`src/rtl/z_event_monitor.sv`:
```
// z_event_monitor: turns the detector level flag z into event pulses and keeps
// running statistics: total events, current/longest high run, per-window event
// count, and a sticky alarm when a window reaches the event threshold.
module z_event_monitor #(
  parameter int CNT_W   = 8,
  parameter int RUN_W   = 8,
  parameter int WIN_LEN = 16,
  parameter int THRESH  = 3
) (
  input  logic             clk,
  input  logic             rst,
  input  logic             det_in,
  input  logic             clr,
  output logic             evt_pulse,
  output logic [CNT_W-1:0] evt_count,
  output logic [RUN_W-1:0] run_len,
  output logic [RUN_W-1:0] max_run,
  output logic [CNT_W-1:0] win_count,
  output logic             win_valid,
  output logic             alarm
);

  localparam int TMR_W = (WIN_LEN > 2) ? $clog2(WIN_LEN) : 1;
  localparam logic [TMR_W-1:0] TMR_LAST  = TMR_W'(WIN_LEN - 1);
  localparam logic [CNT_W-1:0] THRESH_CT = CNT_W'(THRESH);

  logic             det_q;
  logic [TMR_W-1:0] win_tmr;
  logic [CNT_W-1:0] win_acc;

  logic             evt;
  logic [CNT_W-1:0] evt_count_nxt;
  logic [CNT_W-1:0] win_acc_nxt;
  logic [RUN_W-1:0] run_len_nxt;
  logic             win_close;

  // Saturating increment for event counters: holds at all-ones instead of wrapping.
  function automatic logic [CNT_W-1:0] sat_inc_cnt(input logic [CNT_W-1:0] v,
                                                   input logic inc);
    if (inc && (v != {CNT_W{1'b1}}))
      return v + 1'b1;
    return v;
  endfunction

  // Saturating increment for run-length counters.
  function automatic logic [RUN_W-1:0] sat_inc_run(input logic [RUN_W-1:0] v);
    if (v != {RUN_W{1'b1}})
      return v + 1'b1;
    return v;
  endfunction

  // Next-state terms shared by the statistics registers.
  always_comb begin
    evt           = det_in & ~det_q;
    evt_count_nxt = sat_inc_cnt(evt_count, evt);
    win_acc_nxt   = sat_inc_cnt(win_acc, evt);
    run_len_nxt   = det_in ? sat_inc_run(run_len) : '0;
    win_close     = (win_tmr == TMR_LAST);
  end

  // Previous-sample register; keeps tracking det_in through clr so a level held
  // across clr release is not mistaken for a new rising edge.
  always_ff @(posedge clk) begin
    if (!rst)
      det_q <= 1'b0;
    else
      det_q <= det_in;
  end

  // Statistics, window timer and alarm; reset beats clr, clr beats a window close.
  always_ff @(posedge clk) begin
    if (!rst || clr) begin
      evt_pulse <= 1'b0;
      evt_count <= '0;
      run_len   <= '0;
      max_run   <= '0;
      win_count <= '0;
      win_valid <= 1'b0;
      alarm     <= 1'b0;
      win_tmr   <= '0;
      win_acc   <= '0;
    end else begin
      evt_pulse <= evt;
      evt_count <= evt_count_nxt;
      run_len   <= run_len_nxt;
      if (run_len_nxt > max_run)
        max_run <= run_len_nxt;
      if (win_close) begin
        // An event on the closing edge is credited to the window being closed.
        win_tmr   <= '0;
        win_acc   <= '0;
        win_count <= win_acc_nxt;
        win_valid <= 1'b1;
        if (win_acc_nxt >= THRESH_CT)
          alarm <= 1'b1;
      end else begin
        win_tmr   <= win_tmr + 1'b1;
        win_acc   <= win_acc_nxt;
        win_valid <= 1'b0;
      end
    end
  end

endmodule

```
`config.mk`:
```
export PLATFORM = sky130hd
export DESIGN_NAME = z_event_monitor
export DESIGN_NICKNAME = d
export VERILOG_FILES = /design/src/rtl/z_event_monitor.sv
export SDC_FILE = /design/constraint.sdc
export NUM_CORES = 1
export LEC_CHECK = 0
export ABC_AREA = 1
export CORE_ASPECT_RATIO = 0.8
export CORE_UTILIZATION = 50
export DETAILED_ROUTE_END_ITERATION = 10
export HOLD_SLACK_MARGIN = 0.12
export PLACE_DENSITY = 0.73
export SYNTH_ARGS = -nofsm -noshare
export SYNTH_HDL_FRONTEND = slang
export SYNTH_SLANG_ARGS = --single-unit
```
`constraint.sdc`:
```
create_clock -name clk -period 3.8 [get_ports clk]
set_clock_uncertainty 0.1 [all_clocks]
set_input_delay 0.76 -clock clk [delete_from_list [all_inputs] [get_ports clk]]
set_output_delay 0.76 -clock clk [all_outputs]
set_load 0.005 [all_outputs]
```
==> results.ini <==
[floorplanning]
die_w_um = 79.5
die-area_um2 = 5090
ios = 39
fp.dieH_um = 64.0
core-area_um2 = 4600
row_count = 22
initial_utilization_pct = 52.3

[timing]
hold_viol = 0
min_period_ns = 3.05
maxSlewHeadroom_pct = 69.8
tightestPinTransition_ns = 0.452
rsz0062_at_grt = false
setup_viol_count_final = 0
setup_tns_ns = 0
period_share_pct = 80.2
holdWs_ns = 0.360
fmax_mhz = 328
slew_viol_final = 0

[logic_synthesis]
yosys_warnings = 0
ys_ff_latch = 48
synthFlopType = dfxtp_1
synthCells = 340
synth_async_sr_flop_share_pct = 0
synth_most_common_cell = nand2_1
synth_nets = 356
ys_types = 32
netlist_area_um2 = 2400
synthTopCellsByArea = dfxtp_1 40%, nand2_1 11%, inv_1 7.8%, nor2_1 7.3%, nand3_1 6.5%
yosys.area.top_type = dfxtp_1
synth_common_cells = 71 x nand2_1, 50 x inv_1, 48 x dfxtp_1
synth_top_area_share_pct = 40.0
ys_seq_area_share_pct = 40.0
syn_area_per_cell_um2 = 7.07
synth-edff-count = 0

[worst_setup_path]
crit_path_start_kind = input port
path_max_fanout = 9
cp_cell_sequence = clkdlybuf4s50_1 > inv_1 > a31oi_1 > ha_1 > a21oi_1 > o21ai_0 > nand2_1 > nand3_1 > nand2_1 > nand2_1 > nand2_1 > nor2_1
cp_slowest_cell = clkdlybuf4s50_1
required_ns = 3.89
crit_top_cell = nand2_1
end_kind = flip-flop
path_buf_inv = 2
path_delay_family = buffers and inverters
max_stage_delay_ns = 0.67
path_class = in -> reg
crit_arrival_ns = 3.14

[grt]
grt_pass1_vias = 1956
antenna_found_initial = 0
grt_overflow = 0
grt_usage_pct = 21.3
grt_pass1_wl_mm = 8.55
grt_start_max_net_pins = 27

[route]
wl_mm = 5.04
postRouteAntennaNets = 0
vias = 2172
viasPerCell = 4.95
drt_first_pass_iters = 4
wire_per_inst_um = 11.5
drt_iter0_drc = 116
post-route-drc-count = 0

[placed_design]
dp_hpwl_mm = 3.78
placed_cells = 434
numPortBuffers = 38
gp_congestion = 0.820

[clock_tree]
cts_sinks = 48
h-tree-depth = 2
clockBufferDepth = 2
cts.hold.buffers_added = 0
path_clk_slew_ns = 0.08
clockRootBuffer = clkbuf_8
cts_tree = yes
cts-resized-gates = 0
clk-insertion-delay-late_ns = 0.29
cts_setup_buffers = 0
cts_buffers = 5

[worst_hold_path]
hold_class = reg -> reg

[power_and_ir_drop]
p_leak_uw = 0.00118
pwr_density_cell_nw_per_um2 = 363
worst_ir_drop_vdd_mv = 0.241

[flow_run]
drv_cap = 0

[outcome]
status = completed

[finish]
finalNonFillerCells = 439
n_antenna_cell = 0
synthToLayoutAreaGrowth_pct = 20.7
fin_nets = 397
layout-drive-gt1-share_pct = 7.65

[report_power, final]
| part | internal, µW | switching [µW] |
|---|---|---|
| clock | 119 | 154 |
| combinational | 95.3 | 148 |
| sequential | 522 | 13.7 |
[kinds of logic (layout without fill, tap and decap cells)]
| logic type | after synthesis | after routing | synth area share (%) |
|---|---|---|---|
| buf+inv | 58 | 97 | 9.89 |
| xor+xnor | 2 | 2 | 0.729 |
| compound gates | 36 | 36 | 8.32 |
| simple gates | 184 | 184 | 34.9 |
| fa+ha+maj | 12 | 12 | 6.24 |
| flops | 48 | 48 | 40.0 |
[final timing paths]
kind                          from                 endpoint  slack, ns  cells after the start
max                         det_in  max_run[3]$_SDFFE_PP0N_       0.75                     12
min          win_tmr[0]$_SDFF_PP0_    win_tmr[0]$_SDFF_PP0_       0.36                      1
max reg2reg  run_len[0]$_SDFF_PP0_  max_run[3]$_SDFFE_PP0N_       0.83                     17
min reg2reg  win_tmr[0]$_SDFF_PP0_    win_tmr[0]$_SDFF_PP0_       0.36                      1
[flip-flops by register name (all words and copies together), names as in the netlist]
signal and flops:
win_tmr 4, win_valid 1, win_acc 8, evt_pulse 1
evt_count 8, win_count 8, run_len 8, det_q 1
alarm 1, max_run 8
[cell usage in the layout (no fill, tap or decap), types with 3 or more instances in the layout]
master and count:
nand2_1 71, clkdlybuf4s50_1 38, nor3_1 6, a21oi_1 13
o21ai_0 14, nor2_4 3, nor2_2 5, ha_1 12
inv_1 50, dfxtp_1 48, nand2_2 8, nand3_1 31
nand4_1 7, clkbuf_8 5, nor2_1 47
[per-layer routing]
metal	wire length (µm)	GRT usage [%]	vias to the layer above
met5	0	0	-
met3	218	5.00	5
met4	46	6.14	0
met1	2660	29.2	978
li1	-	-	1154
met2	2110	33.2	35
[metrics by stage]
| step | total power [µW] | instance area, µm² | worst slack (ns) | util [%] |
|---|---|---|---|---|
| finish | 1050 | 2900 | 0.751 | 63.1 |
| global route | 1120 | 2900 | 0.533 | 63.1 |
| CTS | 1060 | 2900 | 0.762 | 63.1 |
| detailed placement | 791 | 2830 | 0.457 | 61.6 |
| global placement | 783 | 2830 | 0.516 | 61.6 |
| floorplan | 719 | 2400 | 1.27 | - |
[final cells by class]
| class | count | area, µm² |
|---|---|---|
| fillers | 432 | 1700 |
| multi-input cells | 234 | 1210 |
| flip-flops and latches | 48 | 961 |
| repair buffers | 40 | 395 |
| inverters | 52 | 195 |
| well taps | 60 | 75.1 |
| clock buffers | 5 | 68.8 |
Power figures use the tool's default switching activity.
